### src/rtl/pipeline_hazard_ctrl_pkg.sv
// Package pipe_ctrl_pkg: shared encodings for the 5-stage pipeline
// stall/flush sequencer.
//   state_e     : sequencer states (RUN / BR_STALL / MEM_WAIT)
//   OP_*        : ID/EX op codes for the memory and branch instructions
//   M_*_BIT     : bit positions inside the ID/EX M control field
package pipe_ctrl_pkg;

  typedef enum logic [1:0] {
    ST_RUN      = 2'd0,
    ST_BR_STALL = 2'd1,
    ST_MEM_WAIT = 2'd2
  } state_e;

  localparam logic [3:0] OP_LD  = 4'b0101;
  localparam logic [3:0] OP_SD  = 4'b0110;
  localparam logic [3:0] OP_BEQ = 4'b0111;

  localparam int M_READ_BIT   = 2;
  localparam int M_WRITE_BIT  = 1;
  localparam int M_BRANCH_BIT = 0;

endpackage

### src/rtl/pipeline_hazard_ctrl_if.sv
// Interface pipeline_hazard_ctrl_if: hazard inputs from the ID and ID/EX
// stages, the data-memory handshake, and the per-register enables/bubbles
// returned to the pipeline.
//   master : pipeline side (drives *_i, observes *_o)
//   slave  : the hazard controller
// With PIPE_PERF_CNT_EN defined, stall_cnt_o and flush_cnt_o are added.
interface pipeline_hazard_ctrl_if;
  logic [4:0]  id_rs1_i;
  logic [4:0]  id_rs2_i;
  logic        id_uses_rs2_i;
  logic        id_is_branch_i;
  logic        branch_taken_i;
  logic [4:0]  ex_rd_i;
  logic        ex_mem_read_i;
  logic        ex_reg_write_i;
  logic        dmem_req_i;
  logic        dmem_ack_i;
  logic        pc_we_o;
  logic        if_id_we_o;
  logic        if_id_flush_o;
  logic        id_ex_we_o;
  logic        id_ex_bubble_o;
  logic        ex_mem_we_o;
  logic        mem_wb_bubble_o;
  logic [1:0]  state_o;
  logic        err_o;
`ifdef PIPE_PERF_CNT_EN
  logic [31:0] stall_cnt_o;
  logic [31:0] flush_cnt_o;
`endif

  modport master (
    output id_rs1_i, id_rs2_i, id_uses_rs2_i, id_is_branch_i, branch_taken_i,
           ex_rd_i, ex_mem_read_i, ex_reg_write_i, dmem_req_i, dmem_ack_i,
    input  pc_we_o, if_id_we_o, if_id_flush_o, id_ex_we_o, id_ex_bubble_o,
           ex_mem_we_o, mem_wb_bubble_o, state_o, err_o
`ifdef PIPE_PERF_CNT_EN
    , input stall_cnt_o, flush_cnt_o
`endif
  );

  modport slave (
    input  id_rs1_i, id_rs2_i, id_uses_rs2_i, id_is_branch_i, branch_taken_i,
           ex_rd_i, ex_mem_read_i, ex_reg_write_i, dmem_req_i, dmem_ack_i,
    output pc_we_o, if_id_we_o, if_id_flush_o, id_ex_we_o, id_ex_bubble_o,
           ex_mem_we_o, mem_wb_bubble_o, state_o, err_o
`ifdef PIPE_PERF_CNT_EN
    , output stall_cnt_o, flush_cnt_o
`endif
  );
endinterface

### src/rtl/pipeline_hazard_ctrl_hazard_cmp.sv
// hazard_cmp: combinational register-field comparator.
//   i_id_rs1/i_id_rs2/i_id_uses_rs2 : source registers of the ID instruction
//   i_id_is_branch                  : ID instruction is beq
//   i_ex_rd/i_ex_mem_read/i_ex_reg_write : destination and control in ID/EX
//   o_lu     : load-use hazard
//   o_br_alu : beq needs an ALU result still in EX
//   o_br_ld  : beq needs a load result still in EX (two stall cycles)
module hazard_cmp (
  input  logic [4:0] i_id_rs1,
  input  logic [4:0] i_id_rs2,
  input  logic       i_id_uses_rs2,
  input  logic       i_id_is_branch,
  input  logic [4:0] i_ex_rd,
  input  logic       i_ex_mem_read,
  input  logic       i_ex_reg_write,
  output logic       o_lu,
  output logic       o_br_alu,
  output logic       o_br_ld
);
  logic w_hit;

  // x0 is never a real producer, so a zero rd can not create a hazard.
  assign w_hit    = (i_ex_rd != 5'd0) &&
                    ((i_ex_rd == i_id_rs1) || (i_id_uses_rs2 && (i_ex_rd == i_id_rs2)));
  assign o_lu     = i_ex_mem_read & w_hit;
  assign o_br_alu = i_id_is_branch & i_ex_reg_write & ~i_ex_mem_read & w_hit;
  assign o_br_ld  = i_id_is_branch & o_lu;
endmodule

### src/rtl/pipeline_hazard_ctrl.sv
// pipeline_hazard_ctrl: stall/flush sequencer for the 5-stage pipeline.
//   clk_i, rst_i : clock (rising edge), asynchronous active-high reset
//   bus (slave)  : hazard inputs, dmem handshake, enables/bubbles,
//                  state_o (current state), err_o (sticky memory timeout)
// Only the state, return state, timeout counter and error flag are stored;
// every enable, bubble and flush is decoded combinationally.
// Optional macro PIPE_PERF_CNT_EN adds stall and flush event counters.
import pipe_ctrl_pkg::*;

module pipeline_hazard_ctrl #(
  parameter int MEM_TIMEOUT = 16,
  parameter int CNT_W       = 5
) (
  input logic clk_i,
  input logic rst_i,
  pipeline_hazard_ctrl_if.slave bus
);
  state_e           r_state;
  state_e           r_ret_state;
  logic [CNT_W-1:0] r_cnt;
  logic             r_err;

  logic w_lu, w_br_alu, w_br_ld;
  logic w_freeze, w_stall, w_flush, w_timeout;

  hazard_cmp u_hazard_cmp (
    .i_id_rs1      (bus.id_rs1_i),
    .i_id_rs2      (bus.id_rs2_i),
    .i_id_uses_rs2 (bus.id_uses_rs2_i),
    .i_id_is_branch(bus.id_is_branch_i),
    .i_ex_rd       (bus.ex_rd_i),
    .i_ex_mem_read (bus.ex_mem_read_i),
    .i_ex_reg_write(bus.ex_reg_write_i),
    .o_lu          (w_lu),
    .o_br_alu      (w_br_alu),
    .o_br_ld       (w_br_ld)
  );

  // An ack releases the freeze in the same cycle, so the hazard terms below
  // are evaluated normally on the ack cycle even while still in MEM_WAIT.
  always_comb begin
    w_freeze  = ~bus.dmem_ack_i & (bus.dmem_req_i | (r_state == ST_MEM_WAIT));
    w_stall   = ~w_freeze & ((r_state == ST_BR_STALL) | w_lu | w_br_alu | w_br_ld);
    w_flush   = ~w_freeze & ~w_stall & bus.id_is_branch_i & bus.branch_taken_i;
    w_timeout = (r_state == ST_MEM_WAIT) && (r_cnt == CNT_W'(MEM_TIMEOUT - 1));
  end

  assign bus.pc_we_o         = ~w_freeze & ~w_stall;
  assign bus.if_id_we_o      = ~w_freeze & ~w_stall;
  assign bus.if_id_flush_o   = w_flush;
  assign bus.id_ex_we_o      = ~w_freeze;
  assign bus.id_ex_bubble_o  = w_stall;
  assign bus.ex_mem_we_o     = ~w_freeze;
  assign bus.mem_wb_bubble_o = w_freeze;
  assign bus.state_o         = r_state;
  assign bus.err_o           = r_err;

  always_ff @(posedge clk_i or posedge rst_i) begin
    if (rst_i) begin
      r_state     <= ST_RUN;
      r_ret_state <= ST_RUN;
      r_cnt       <= '0;
      r_err       <= 1'b0;
    end else if (w_freeze) begin
      if (r_state != ST_MEM_WAIT) begin
        // Remember whether the pending BR_STALL cycle still has to happen.
        r_ret_state <= r_state;
        r_cnt       <= '0;
        r_state     <= ST_MEM_WAIT;
      end else if (w_timeout) begin
        r_err   <= 1'b1;
        r_state <= ST_RUN;
      end else begin
        r_cnt <= r_cnt + CNT_W'(1);
      end
    end else begin
      case (r_state)
        ST_MEM_WAIT: r_state <= ((r_ret_state == ST_BR_STALL) || w_br_ld) ? ST_BR_STALL : ST_RUN;
        ST_BR_STALL: r_state <= ST_RUN;
        default:     r_state <= w_br_ld ? ST_BR_STALL : ST_RUN;
      endcase
    end
  end

`ifdef PIPE_PERF_CNT_EN
  logic [31:0] r_stall_cnt;
  logic [31:0] r_flush_cnt;

  always_ff @(posedge clk_i or posedge rst_i) begin
    if (rst_i) begin
      r_stall_cnt <= '0;
      r_flush_cnt <= '0;
    end else begin
      if (!bus.pc_we_o) r_stall_cnt <= r_stall_cnt + 32'd1;
      if (w_flush)      r_flush_cnt <= r_flush_cnt + 32'd1;
    end
  end

  assign bus.stall_cnt_o = r_stall_cnt;
  assign bus.flush_cnt_o = r_flush_cnt;
`endif
endmodule

### src/flat_wrapper.sv
// flat-port wrapper written by rule: the top's interface ports become plain ports
module pipeline_hazard_ctrl_flat 
#(
  parameter int MEM_TIMEOUT = 16,
  parameter int CNT_W       = 5
)
  (clk_i, rst_i, bus_id_rs1_i, bus_id_rs2_i, bus_id_uses_rs2_i, bus_id_is_branch_i, bus_branch_taken_i, bus_ex_rd_i, bus_ex_mem_read_i, bus_ex_reg_write_i, bus_dmem_req_i, bus_dmem_ack_i, bus_pc_we_o, bus_if_id_we_o, bus_if_id_flush_o, bus_id_ex_we_o, bus_id_ex_bubble_o, bus_ex_mem_we_o, bus_mem_wb_bubble_o, bus_state_o, bus_err_o);
  pipeline_hazard_ctrl_if bus_i ();
  input logic clk_i;
  input logic rst_i;
  input wire logic [$bits(bus_i.id_rs1_i)-1:0] bus_id_rs1_i;
  input wire logic [$bits(bus_i.id_rs2_i)-1:0] bus_id_rs2_i;
  input wire logic [$bits(bus_i.id_uses_rs2_i)-1:0] bus_id_uses_rs2_i;
  input wire logic [$bits(bus_i.id_is_branch_i)-1:0] bus_id_is_branch_i;
  input wire logic [$bits(bus_i.branch_taken_i)-1:0] bus_branch_taken_i;
  input wire logic [$bits(bus_i.ex_rd_i)-1:0] bus_ex_rd_i;
  input wire logic [$bits(bus_i.ex_mem_read_i)-1:0] bus_ex_mem_read_i;
  input wire logic [$bits(bus_i.ex_reg_write_i)-1:0] bus_ex_reg_write_i;
  input wire logic [$bits(bus_i.dmem_req_i)-1:0] bus_dmem_req_i;
  input wire logic [$bits(bus_i.dmem_ack_i)-1:0] bus_dmem_ack_i;
  output wire logic [$bits(bus_i.pc_we_o)-1:0] bus_pc_we_o;
  output wire logic [$bits(bus_i.if_id_we_o)-1:0] bus_if_id_we_o;
  output wire logic [$bits(bus_i.if_id_flush_o)-1:0] bus_if_id_flush_o;
  output wire logic [$bits(bus_i.id_ex_we_o)-1:0] bus_id_ex_we_o;
  output wire logic [$bits(bus_i.id_ex_bubble_o)-1:0] bus_id_ex_bubble_o;
  output wire logic [$bits(bus_i.ex_mem_we_o)-1:0] bus_ex_mem_we_o;
  output wire logic [$bits(bus_i.mem_wb_bubble_o)-1:0] bus_mem_wb_bubble_o;
  output wire logic [$bits(bus_i.state_o)-1:0] bus_state_o;
  output wire logic [$bits(bus_i.err_o)-1:0] bus_err_o;
  assign bus_i.id_rs1_i = bus_id_rs1_i;
  assign bus_i.id_rs2_i = bus_id_rs2_i;
  assign bus_i.id_uses_rs2_i = bus_id_uses_rs2_i;
  assign bus_i.id_is_branch_i = bus_id_is_branch_i;
  assign bus_i.branch_taken_i = bus_branch_taken_i;
  assign bus_i.ex_rd_i = bus_ex_rd_i;
  assign bus_i.ex_mem_read_i = bus_ex_mem_read_i;
  assign bus_i.ex_reg_write_i = bus_ex_reg_write_i;
  assign bus_i.dmem_req_i = bus_dmem_req_i;
  assign bus_i.dmem_ack_i = bus_dmem_ack_i;
  assign bus_pc_we_o = bus_i.pc_we_o;
  assign bus_if_id_we_o = bus_i.if_id_we_o;
  assign bus_if_id_flush_o = bus_i.if_id_flush_o;
  assign bus_id_ex_we_o = bus_i.id_ex_we_o;
  assign bus_id_ex_bubble_o = bus_i.id_ex_bubble_o;
  assign bus_ex_mem_we_o = bus_i.ex_mem_we_o;
  assign bus_mem_wb_bubble_o = bus_i.mem_wb_bubble_o;
  assign bus_state_o = bus_i.state_o;
  assign bus_err_o = bus_i.err_o;
  pipeline_hazard_ctrl #(.MEM_TIMEOUT(MEM_TIMEOUT), .CNT_W(CNT_W)) u_core (.clk_i(clk_i), .rst_i(rst_i), .bus(bus_i));
endmodule
### config.mk
export PLATFORM = sky130hd
export DESIGN_NAME = pipeline_hazard_ctrl_flat
export DESIGN_NICKNAME = d
export VERILOG_FILES = /design/src/rtl/pipeline_hazard_ctrl_pkg.sv /design/src/rtl/pipeline_hazard_ctrl_if.sv /design/src/rtl/pipeline_hazard_ctrl_hazard_cmp.sv /design/src/rtl/pipeline_hazard_ctrl.sv /design/src/flat_wrapper.sv
export SDC_FILE = /design/constraint.sdc
export NUM_CORES = 1
export LEC_CHECK = 0
export CAP_MARGIN = 40
export CORE_MARGIN = 8
export CORE_UTILIZATION = 37
export DETAILED_ROUTE_END_ITERATION = 7
export PLACE_DENSITY_LB_ADDON = 0.2
export SLEW_MARGIN = 20
export SYNTH_ARGS = -nofsm -noshare
export SYNTH_HDL_FRONTEND = slang
export SYNTH_SLANG_ARGS = --single-unit
### constraint.sdc
create_clock -name clk_i -period 1.8 [get_ports clk_i]
set_input_delay 0.18 -clock clk_i [delete_from_list [all_inputs] [get_ports clk_i]]
set_output_delay 0.18 -clock clk_i [all_outputs]
set_load 0.005 [all_outputs]
==> Flow_metrics.wiki, run 1 <==
{| class="wikitable"
! Metric !! Value
|-
| Path category of the worst min-delay check || input pin to asynchronous set/reset pin
|-
| Area growth syn-to-layout || 72.1%
|-
| Number of global-route vias before repair || 861
|-
| GR Util met3 || 6.89%
|-
| Count of max-cap constraint violations || 0
|-
| Clock-pin slew on the worst setup and hold paths || 0.08 ns
|-
| Transition time of the tightest slew-check pin || 0.408 ns
|-
| RSZ-0062 raised after global routing || true
|-
| Initial DRT Pass Iterations || 4
|-
| Port Buf Inserts || 33
|-
| Final worst-path setup slack || 0.0857 ns
|-
| Critical path type || input pin to output port
|-
| Data arrival time of the worst path || 1.53 ns
|-
| DRC viols || 0
|-
| Total routing usage reported by global routing || 13.3%
|-
| YS warnings || 0
|-
| Post-synthesis compound-gate area fraction || 19.3%
|-
| Die boundary width || 61.2 um
|-
| Most heavily used metal layer in global routing || met2
|-
| Number of enable-type register cells in the synthesized netlist || 0
|-
| Hold violation total from the final report || 0
|-
| Static leakage power || 0.602 nW
|-
| Final critical-path share of the clock period || 95.2%
|-
| Clock buffer depth || 2
|-
| Final Total Pwr || 688 uW
|-
| Async set or reset register ratio after synthesis || 100%
|-
| Part of the Yosys area used for sequential elements || 33.1%
|-
| Timing-limited maximum frequency || 0.583 GHz
|-
| Cell row count || 16
|-
| Final setup violation count || 0
|-
| Clock latency of the later-clocked register in the worst-skew pair || 0.28 ns
|-
| Routed length per placed instance || 14.4 um
|-
| Antenna violations before repair || 0
|-
| Clock skew || 0.0114 ns
|-
| Post-synthesis share of cell area spent on xor and xnor gates || 11.6%
|-
| Die Ht || 61.2 um
|-
| Critical path data required time || 1.62 ns
|-
| Largest family of logic cells by synthesized area || compound AO/OA/AOI/OAI gates
|-
| Core area || 1940 sq um
|-
| Via total after detailed routing || 807
|-
| Clock root buffer || clkbuf_4
|-
| Synthesized area per cell || 9.01 sq um
|-
| Gpl congestion || 0.812
|-
| Global routing met1 resource utilization || 13.2%
|-
| Post-route minimum period || 1.71 ns
|-
| Overall die area || 3750 sq um
|-
| Initial DRC count || 20
|-
| Total area of multi-input combinational cells || 508 sq um
|-
| Routed Antenna Nets || 0
|-
| Commonest non-fill, non-tap cells in the layout || clkdlybuf4s50_1 (18), buf_4 (17), dfrtp_1 (10)
|-
| CP endpoint kind || output port
|-
| Sort of element at the start of the critical path || input pin
|-
| Peak ir drop on the vdd network || 0.353 mV
|-
| Cts bufs inserted || 3
|-
| Setup TNS || 0 ns
|-
| Total grt overflow || 0
|-
| Final net count || 163
|-
| Number of buffers inserted for hold repair after clock tree synthesis || 0
|-
| Maximum fanout count along the critical path || 2
|-
| Share of synthesized cell area in and, or, nand and nor gates || 18.2%
|-
| Clock tree from TritonCTS || done
|-
| Post-detailed-placement cell area || 1200 sq um
|-
| Final core area utilization || 67.1%
|-
| Detail Placement HPWL || 1730 um
|-
| Filler cell count || 168
|-
| Most used flip-flop cell after synthesis || dfrtp_1
|-
| Average via count per standard cell || 5.01
|-
| Level count of the clock H-tree || 1
|-
| Global-route wire length before repair || 3730 um
|-
| Multiplexer area fraction after synthesis || 4.46%
|-
| Final instance area || 1300 sq um
|-
| Relative slew slack || 72.8%
|-
| Count of state elements after synthesis || 10
|-
| Initial cell density of the core || 39.0%
|-
| Synthesized netlist cell count || 84
|-
| Mapped Area || 757 sq um
|-
| Layout cells sized above 1 || 29.9%
|-
| Antenna Diode Count || 0
|-
| Run status || finished, final reports clean
|-
| Power density relative to cell area || 528 nW/um^2
|-
| Combined flip-flop and latch cell area || 250 sq um
|-
| Synthesized-area fraction occupied by adder cells || 6.61%
|-
| Unique masters post-synth || 32
|-
| Largest net degree at the start of global routing || 12
|-
| Leading cell type in the layout, fill and taps excluded || clkdlybuf4s50_1
|-
| Dpl ws || -0.417 ns
|-
| Count of pins on the block boundary || 34
|-
| Sum of routed wire length over all layers || 2310 um
|-
| Fin. max-slew vios || 0
|-
| Met2 layer usage reported by global route || 23.6%
|-
| Total nets after synthesis || 112
|-
| Number of sinks driven by the clock tree || 10
|}
## final timing paths
| check | from | to | slack (ns) | cells after the start |
|---|---|---|---|---|
| worst max register to register | u_core.r_cnt[1] | u_core.r_cnt[3] | 0.10 | 6 |
| worst min-delay path | rst_i | u_core.r_cnt[0] | 0.18 | 2 |
| worst max-delay path | bus_id_rs2_i[2] | bus_id_ex_bubble_o | 0.09 | 8 |
| worst min register to register | u_core.bus.err_o | u_core.bus.err_o | 0.49 | 1 |
| max in group asynchronous | rst_i | u_core.r_ret_state[1] | 1.32 | 2 |
| min in group clk_i | u_core.bus.err_o | u_core.bus.err_o | 0.49 | 1 |
## worst max-delay path, cell delays in order
cell and delay, ns:
clkdlybuf4s50_1 0.48, xnor2_1 0.12, nand4_1 0.14, o32ai_2 0.17
buf_4 0.16, a31oi_1 0.07, nor2_1 0.10, buf_2 0.12
## cells in the mapped netlist, drive strengths merged (2+ instances only)
| library cell | count | area share (%) |
|---|---|---|
| nor2 | 5 | 2.8 |
| a31oi | 2 | 1.7 |
| a22o | 4 | 4.6 |
| a21oi | 3 | 2.0 |
| o21ai | 3 | 2.0 |
| inv | 6 | 3.0 |
| and3 | 2 | 1.7 |
| nand2 | 7 | 3.5 |
| xnor2 | 8 | 9.3 |
| nor3 | 4 | 2.6 |
| nand2b | 2 | 1.7 |
| dfrtp | 10 | 33 |
| a21o | 2 | 2.0 |
| ha | 4 | 6.6 |
| mux2 | 3 | 4.5 |
| buf | 4 | 3.3 |
| xor2 | 2 | 2.3 |
## layer usage
layer | wire length, um | vias up
met2 | 1220 | 20
met1 | 950 | 388
li1 | - | 397
met4 | 16 | 0
met5 | 0 | -
met3 | 126 | 2
## metrics by stage
| stage | hold WS (ns) | std cells |
|---|---|---|
| floorplan | 0.0202 | 84 |
| global placement | 0.460 | 153 |
| detailed placement | 0.477 | 153 |
| CTS | 0.191 | 160 |
| global route | 0.193 | 161 |
| finish | 0.178 | 161 |
## final cells by class
class / instances / area share (%)
multi-input cells: 63 / 39.0
repair buffers: 51 / 34.5
clock buffers: 4 / 2.79
flip-flops and latches: 10 / 19.2
inverters: 6 / 1.92
well taps: 27 / 2.59
## cell families (layout without fill, tap and decap cells)
family,Yosys count,count (layout)
xor gates and xnor gates,10,10
buffers and inverters,11,61
and+or+nand+nor,26,26
DFF,10,10
muxes,3,3
adders and majority gates,4,4
AOI/OAI and AO/OA,20,20
## report_power, final
group | switching (mW) | internal, mW
Clock | 0.0895 | 0.123
Sequential | 0.0118 | 0.239
Combinational | 0.0894 | 0.134
## state kept, by name (all words and copies together) (netlist names)
name	cells
u_core.bus.err_o	1
u_core.bus.state_o	2
u_core.r_cnt	5
u_core.r_ret_state	2
## timing repair
| action | CTS | global route |
|---|---|---|
| gates cloned | 0 | 0 |
| setup endpoints to repair | 7 | 7 |
| gates resized for setup | 28 | 15 |
| buffers inserted | 3 | 1 |
| pin swaps | 4 | 7 |
Power figures use the tool's default switching activity.
==> run 2, diff against run 1 <==
--- a/config.mk
+++ b/config.mk
@@ -8,7 +8,9 @@
 export CAP_MARGIN = 40
 export CORE_MARGIN = 8
 export CORE_UTILIZATION = 37
+export CTS_CLUSTER_DIAMETER = 50
 export DETAILED_ROUTE_END_ITERATION = 7
+export HOLD_SLACK_MARGIN = 0.1
 export PLACE_DENSITY_LB_ADDON = 0.2
 export SLEW_MARGIN = 20
 export SYNTH_ARGS = -nofsm -noshare
==> constraint.sdc (replaced) <==
create_clock -name clk_i -period 1.5 [get_ports clk_i]
set_input_delay 0.15 -clock clk_i [delete_from_list [all_inputs] [get_ports clk_i]]
set_output_delay 0.15 -clock clk_i [all_outputs]
set_load 0.005 [all_outputs]
==> run 2 against run 1 <==
- clock skew is 0.0093 ns lower
- largest power group unchanged
- worst hold slack got worse by 0.018 ns
- highest routed layer unchanged
- first-iteration DRC count is 45% lower
- the run now ends with negative setup slack left
- count of clock-buffer cells in the layout is 1 lower
- register-to-register slack lost 0.29 ns
- cell count increased by 3.1%
- critical endpoint is now u_core.r_cnt[3]
- sequential power rose by 20%
==> Flow_metrics.wiki, run 2 (same netlist as run 1, synthesis figures left out) <==
{| class="wikitable"
! Metric !! Value
|-
| Run status || complete, but fails checks (was finished, final reports clean)
|-
| Violations in the final reports || negative setup slack
|-
| Clock share of power || 25.2% (was 30.9%)
|-
| Routed Antenna Nets || 0 (unchanged)
|-
| Die Ht || 61.2 um (unchanged)
|-
| Core area || 1940 sq um (unchanged)
|-
| Post-route minimum period || 1.69 ns
|-
| Delay of the slowest cell on the worst path || 0.39 ns (was 0.48 ns)
|-
| Largest Register || u_core.r_cnt (unchanged)
|-
| Post-layout instance count excluding filler cells || 166 (was 161)
|-
| Path category of the worst min-delay check || input pin to asynchronous set/reset pin (unchanged)
|-
| Share of power burned in combinational logic || 36.9% (was 32.6%)
|-
| Minimum hold slack || 0.160 ns (was 0.178 ns)
|-
| Clock skew || 0.00210 ns (was 0.0114 ns)
|-
| Total routing usage reported by global routing || 14.5% (was 13.3%)
|-
| Final core area utilization || 72.7% (was 67.1%)
|-
| Initial cell density of the core || 39.0% (unchanged)
|-
| Sort of element at the start of the critical path || flip-flop (was input pin)
|-
| Peak ir drop on the vdd network || 0.580 mV (was 0.353 mV)
|-
| Commonest non-fill, non-tap cells in the layout || buf_4 (20), dlygate4sd2_1 (13), dfrtp_1 (10) (was clkdlybuf4s50_1 (18), buf_4 (17), dfrtp_1 (10))
|-
| Area growth syn-to-layout || 86.6% (was 72.1%)
|-
| Clock latency of the later-clocked register in the worst-skew pair || 0.28 ns (about the same)
|-
| Int Pwr || 552 uW (was 497 uW)
|-
| Count of max-cap constraint violations || 0 (unchanged)
|-
| Clock-pin slew on the worst setup and hold paths || 0.07 ns (was 0.08 ns)
|-
| Port Buf Inserts || 33 (unchanged)
|-
| Switching power total || 241 uW (was 191 uW)
|-
| Level count of the clock H-tree || 1 (unchanged)
|-
| Critical path type || flip-flop to flip-flop (was input pin to output port)
|-
| Clock root buffer || clkbuf_4 (unchanged)
|-
| Leading cell type in the layout, fill and taps excluded || buf_4 (was clkdlybuf4s50_1)
|-
| Final critical-path share of the clock period || 112%
|-
| Switching part of the total || 30.4% (was 27.7%)
|-
| Die boundary width || 61.2 um (unchanged)
|-
| Global-route wire length before repair || 4140 um (was 3730 um)
|-
| Total grt overflow || 0 (unchanged)
|-
| Initial DRC count || 11 (was 20)
|-
| Fin. max-slew vios || 0 (unchanged)
|-
| Seq pwr share || 37.9% (was 36.5%)
|-
| Maximum fanout count along the critical path || 5 (was 2)
|-
| Critical path data required time || 1.72 ns (was 1.62 ns)
|-
| Standard cell with the maximum stage delay on the critical path || dfrtp_1 (was clkdlybuf4s50_1)
|-
| Average via count per standard cell || 5.00 (was 5.01)
|-
| DRC viols || 0 (unchanged)
|-
| Final Total Pwr || 793 uW (was 688 uW)
|-
| Final instance area || 1410 sq um (was 1300 sq um)
|-
| Routed length per placed instance || 16.1 um (was 14.4 um)
|-
| Path depth of the worst reg2reg path || 7 (was 6)
|-
| Data arrival time of the worst path || 1.90 ns (was 1.53 ns)
|-
| Overall die area || 3750 sq um (unchanged)
|-
| RSZ-0062 raised after global routing || true (unchanged)
|-
| Power density relative to cell area || 561 nW/um^2 (was 528 nW/um^2)
|-
| Timing-limited maximum frequency || 0.593 GHz
|-
| Clock tree from TritonCTS || done (unchanged)
|-
| Final net count || 169 (was 163)
|-
| Relative slew slack || 72.5% (was 72.8%)
|-
| CP endpoint kind || flip-flop (was output port)
|-
| Antenna Diode Count || 0 (unchanged)
|-
| Layout cells sized above 1 || 41.0% (was 29.9%)
|-
| Final worst-path setup slack || -0.186 ns (was 0.0857 ns)
|-
| Antenna violations before repair || 0 (unchanged)
|-
| Static leakage power || 0.637 nW (was 0.602 nW)
|-
| Number of sinks driven by the clock tree || 10 (unchanged)
|-
| Number of cells in the design after placement || 157 (was 153)
|-
| Count of pins on the block boundary || 34 (unchanged)
|-
| Transition time of the tightest slew-check pin || 0.412 ns (was 0.408 ns)
|-
| Final setup violation count || 7 (was 0)
|-
| Hold violation total from the final report || 0 (unchanged)
|-
| Cts bufs inserted || 3 (unchanged)
|-
| Via total after detailed routing || 830 (was 807)
|-
| Chain of cells forming the critical path || ha_2, and3_4, ha_4, nand4b_1, nor3_1, a21o_1, a22o_1 (was clkdlybuf4s50_1, xnor2_1, nand4_1, o32ai_2, buf_4, a31oi_1, nor2_1, buf_2)
|-
| Detail Placement HPWL || 1790 um (was 1730 um)
|-
| Number of global-route vias before repair || 981 (was 861)
|-
| Post-detailed-placement cell area || 1250 sq um (was 1200 sq um)
|-
| Gpl congestion || 0.771 (was 0.812)
|-
| Sum of routed wire length over all layers || 2680 um (was 2310 um)
|-
| Number of flip-flops under the largest register name || 5 (unchanged)
|-
| Clock buffer depth || 2 (unchanged)
|-
| Largest net degree at the start of global routing || 12 (unchanged)
|-
| Cell row count || 16 (unchanged)
|-
| Initial DRT Pass Iterations || 4 (unchanged)
|}
==> run 2: cell types whose count changed in the layout (fill, tap and decap cells not counted), moves of 2 or more <==
cell | before | now
buf_6 | 1 | 6
ha_4 | 1 | 3
nor3_1 | 4 | 2
mux2_2 | 3 | 1
mux2_4 | 0 | 2
dlygate4sd2_1 | 6 | 13
buf_4 | 17 | 20
clkdlybuf4s50_1 | 18 | 9
dlymetal6s2s_1 | 3 | 0
==> run 2: final timing paths <==
| kind | startpoint | to | slack (ns) |
|---|---|---|---|
| worst max-delay path | u_core.r_cnt[1] | u_core.r_cnt[3] | -0.19 |
| worst min-delay path | rst_i | u_core.r_ret_state[1] | 0.16 |
| worst max register to register | u_core.r_cnt[1] | u_core.r_cnt[3] | -0.19 |
| worst min register to register | u_core.bus.err_o | u_core.bus.err_o | 0.48 |
| max in group asynchronous | rst_i | u_core.r_cnt[1] | 1.05 |
| min in group clk_i | u_core.bus.err_o | u_core.bus.err_o | 0.48 |
==> run 2: critical path: cells and delay by family, from the launching register on <==
| family | cells | cell delay [ns] |
|---|---|---|
| flops | 1 | 0.39 |
| simple gates | 3 | 0.63 |
| fa+ha+maj | 2 | 0.37 |
| compound gates | 2 | 0.24 |
==> run 2: power groups by stage <==
stage	registers [mW]	clock network, mW	logic, mW
floorplan	0.306	0	0.107
global placement	0.303	0	0.257
detailed placement	0.304	0	0.263
CTS	0.299	0.193	0.270
global route	0.303	0.220	0.319
finish	0.300	0.200	0.293
==> run 2: layout make-up <==
type                            instances  area, sq um
Multi-Input combinational cell         63          593
Fill cell                             159          529
Timing Repair Buffer                   57          488
Sequential cell                        10          250
Tap cell                               27         33.8
Inverter                                6         25.0
Clock buffer                            3         22.5
==> run 2: per-layer routing <==
| metal | track usage (%) | vias to the layer above | part of all wire, % |
|---|---|---|---|
| li1 | - | 407 | - |
| met1 | 15.8 | 389 | 41 |
| met2 | 25.7 | 32 | 52 |
| met3 | 4.80 | 2 | 6.4 |
| met4 | 4.65 | 0 | 1.3 |
| met5 | 0 | - | 0 |
==> run 2: what timing repair did <==
item                                    in CTS  in global routing
buffers inserted                             5                  2
endpoints found under the setup margin      12                 15
resized for setup                           68                 11
endpoints found under the hold margin        0                  0
pin swaps                                   17                  7
hold buffers                                 0                  0
==> run 2: per-stage QoR <==
step | setup WS [ns] | setup TNS (ns)
4_1_cts | -0.0854 | -0.374
3_3_place_gp | -0.621 | -2.98
5_1_grt | -0.277 | -1.53
6_report | -0.186 | -0.598
2_1_floorplan | -0.139 | -0.195
3_5_place_dp | -0.654 | -3.22
==> run 3, diff against run 2 <==
--- a/config.mk
+++ b/config.mk
@@ -6,7 +6,7 @@
 export NUM_CORES = 1
 export LEC_CHECK = 0
 export CAP_MARGIN = 40
-export CORE_MARGIN = 8
+export CORE_MARGIN = 1
 export CORE_UTILIZATION = 37
 export CTS_CLUSTER_DIAMETER = 50
 export DETAILED_ROUTE_END_ITERATION = 7
==> run 3 against run 2 <==
- the run still ends with negative setup slack left
- non-clock buffer count increased by 3
- sequential power about the same
- cell count increased by 1.2%
- clock power increased by 23%
- clock skew decreased by 0.0016 ns
- via count increased by 8.1%
- maximum frequency decreased by 2.2%
- critical endpoint unchanged
- largest cell class unchanged
- largest power group is now combinational logic
==> Flow_metrics.wiki, run 3 (same netlist as run 1, synthesis figures left out) <==
{| class="wikitable"
! Metric !! Value
|-
| Area growth syn-to-layout || 92.2% (was 86.6%)
|-
| Die Ht || 47.2 um (was 61.2 um)
|-
| Number of flip-flops under the largest register name || 5 (unchanged)
|-
| Path category of the worst min-delay check || input pin to asynchronous set/reset pin (unchanged)
|-
| Post-detailed-placement cell area || 1250 sq um (about the same)
|-
| Clock-pin slew on the worst setup and hold paths || 0.07 ns (about the same)
|-
| Clock buffer depth || 2 (unchanged)
|-
| Clock tree from TritonCTS || done (unchanged)
|-
| WL met1 || 955 um (was 1090 um)
|-
| Setup TNS || -0.739 ns (was -0.598 ns)
|-
| Number of buffers inserted for hold repair after clock tree synthesis || 0 (unchanged)
|-
| Final instance area || 1460 sq um (was 1410 sq um)
|-
| Maximum fanout count along the critical path || 6 (was 5)
|-
| Critical path data required time || 1.71 ns (was 1.72 ns)
|-
| Leading cell type in the layout, fill and taps excluded || buf_4 (unchanged)
|-
| Clock latency of the later-clocked register in the worst-skew pair || 0.27 ns (was 0.28 ns)
|-
| Level count of the clock H-tree || 1 (unchanged)
|-
| Initial cell density of the core || 41.6% (was 39.0%)
|-
| Overall die area || 2230 sq um (was 3750 sq um)
|-
| Count of pins on the block boundary || 34 (unchanged)
|-
| Flop2flop setup slack || -0.22 ns (was -0.19 ns)
|-
| Average via count per standard cell || 5.34 (was 5.00)
|-
| Transition time of the tightest slew-check pin || 0.400 ns (was 0.412 ns)
|-
| Antenna Diode Count || 0 (unchanged)
|-
| CP endpoint kind || flip-flop (unchanged)
|-
| Post-layout instance count excluding filler cells || 168 (was 166)
|-
| Final setup violation count || 10 (was 7)
|-
| Relative slew slack || 73.3% (was 72.5%)
|-
| Port Buf Inserts || 33 (unchanged)
|-
| DRC viols || 0 (unchanged)
|-
| Number of cells in the design after placement || 156 (was 157)
|-
| Final worst-path setup slack || -0.224 ns (was -0.186 ns)
|-
| Initial DRT Pass Iterations || 6 (was 4)
|-
| Total routing usage reported by global routing || 24.4% (was 14.5%)
|-
| Path depth of the worst reg2reg path || 7 (unchanged)
|-
| Number of sinks driven by the clock tree || 10 (unchanged)
|-
| Timing-limited maximum frequency || 0.580 GHz (was 0.593 GHz)
|-
| Total grt overflow || 0 (unchanged)
|-
| Global-route wire length before repair || 3610 um (was 4140 um)
|-
| Clock root buffer || clkbuf_4 (unchanged)
|-
| Sum of met2 wire segment lengths after detailed routing || 1460 um (was 1380 um)
|-
| Commonest non-fill, non-tap cells in the layout || buf_4 (22), dlygate4sd2_1 (14), clkdlybuf4s50_1 (12) (was buf_4 (20), dlygate4sd2_1 (13), dfrtp_1 (10))
|-
| Violations in the final reports || negative setup slack (unchanged)
|-
| Detail Placement HPWL || 1670 um (was 1790 um)
|-
| Antenna violations before repair || 0 (unchanged)
|-
| Sum of routed wire length over all layers || 2600 um (was 2680 um)
|-
| Power density relative to cell area || 589 nW/um^2 (was 561 nW/um^2)
|-
| Routed length per placed instance || 15.5 um (was 16.1 um)
|-
| Gpl congestion || 0.768 (was 0.771)
|-
| Final net count || 172 (was 169)
|-
| Largest Register || u_core.r_cnt (unchanged)
|-
| Critical register-to-register path startpoint || u_core.r_cnt[1] (unchanged)
|-
| Top sig layer || met4 (unchanged)
|-
| Initial DRC count || 49 (was 11)
|-
| Cell row count || 15 (was 16)
|-
| Sort of element at the start of the critical path || flip-flop (unchanged)
|-
| Endpoint of the worst register-to-register path || u_core.r_cnt[3] (unchanged)
|-
| RSZ-0062 raised after global routing || true (unchanged)
|-
| Via total after detailed routing || 897 (was 830)
|-
| Post-route minimum period || 1.72 ns (was 1.69 ns)
|-
| Data arrival time of the worst path || 1.94 ns (was 1.90 ns)
|-
| Clock skew || 0.000545 ns (was 0.00210 ns)
|-
| Routed Antenna Nets || 0 (unchanged)
|-
| Core area || 1820 sq um (was 1940 sq um)
|-
| Detail Route met3 WL || 161 um (was 170 um)
|-
| Cts bufs inserted || 3 (unchanged)
|-
| Run status || complete, but fails checks (unchanged)
|-
| Peak ir drop on the vdd network || 0.561 mV (was 0.580 mV)
|-
| Count of max-cap constraint violations || 0 (unchanged)
|-
| Critical path type || flip-flop to flip-flop (unchanged)
|-
| Largest net degree at the start of global routing || 12 (unchanged)
|-
| Die boundary width || 47.2 um (was 61.2 um)
|-
| Final critical-path share of the clock period || 115% (was 112%)
|-
| Number of global-route vias before repair || 820 (was 981)
|-
| Static leakage power || 0.647 nW (was 0.637 nW)
|-
| Layout cells sized above 1 || 44.1% (was 41.0%)
|-
| Hold violation total from the final report || 0 (unchanged)
|-
| Fin. max-slew vios || 0 (unchanged)
|}
## run 3: changes by cell type in the layout (fill, tap and decap cells not counted), sizes merged
| cell | before | now |
|---|---|---|
| clkbuf | 3 | 4 |
| buf | 31 | 34 |
| clkdlybuf4s50 | 9 | 12 |
| clkdlybuf4s15 | 4 | 0 |
| dlygate4sd2 | 13 | 14 |
## run 3: repair_timing
item,CTS,global route
gates resized for setup,68,4
endpoints found under the setup margin,13,15
buffers inserted,7,2
pin swaps,16,4
## run 3: worst max-delay path by stage
| stage | start | end | depth (start not counted) |
|---|---|---|---|
| after CTS | u_core.bus.state_o[1] | bus_pc_we_o | 7 |
| after detailed placement | bus_ex_rd_i[1] | bus_id_ex_bubble_o | 7 |
| after global placement | bus_ex_rd_i[4] | bus_id_ex_bubble_o | 7 |
| after floorplan | u_core.r_cnt[1] | u_core.r_cnt[3] | 7 |
| final | u_core.r_cnt[1] | u_core.r_cnt[3] | 7 |
| after global routing | u_core.r_cnt[1] | u_core.r_cnt[3] | 7 |
## run 3: area by class of cell
class,count,area [sq um]
fill,123,365
timing repair buffer,60,518
inverter,6,22.5
multi-input combinational,63,597
sequential,10,250
clock buffer,4,36.3
tap,25,31.3
## run 3: through the flow
stage	power (mW)	util, %	hold WS (ns)	setup WS [ns]
6_report	0.858	79.9	0.163	-0.224
5_1_grt	0.894	79.9	0.194	-0.279
4_1_cts	0.843	77.9	0.163	-0.0889
3_5_place_dp	0.567	68.9	0.456	-0.652
3_3_place_gp	0.560	68.9	0.451	-0.603
2_1_floorplan	0.413	-	-0.00982	-0.139
## run 3: power breakdown
part	internal, mW	switching [mW]	total (mW)
clock	0.148	0.0991	0.247
sequential	0.287	0.0138	0.301
combinational	0.182	0.128	0.310
## run 3: per-layer routing
metal / vias up / track usage [%]
met4: 0 / 4.57
met2: 40 / 47.4
met1: 441 / 24.8
met3: 4 / 8.46
li1: 412 / -
met5: - / 0
## run 3: critical path, stage by stage (launching register included)
cell	delay (ns)
dfrtp_1	0.39
ha_2	0.20
and3_4	0.19
ha_4	0.17
nand4b_1	0.23
nor3_1	0.25
a21o_1	0.12
a22o_1	0.11
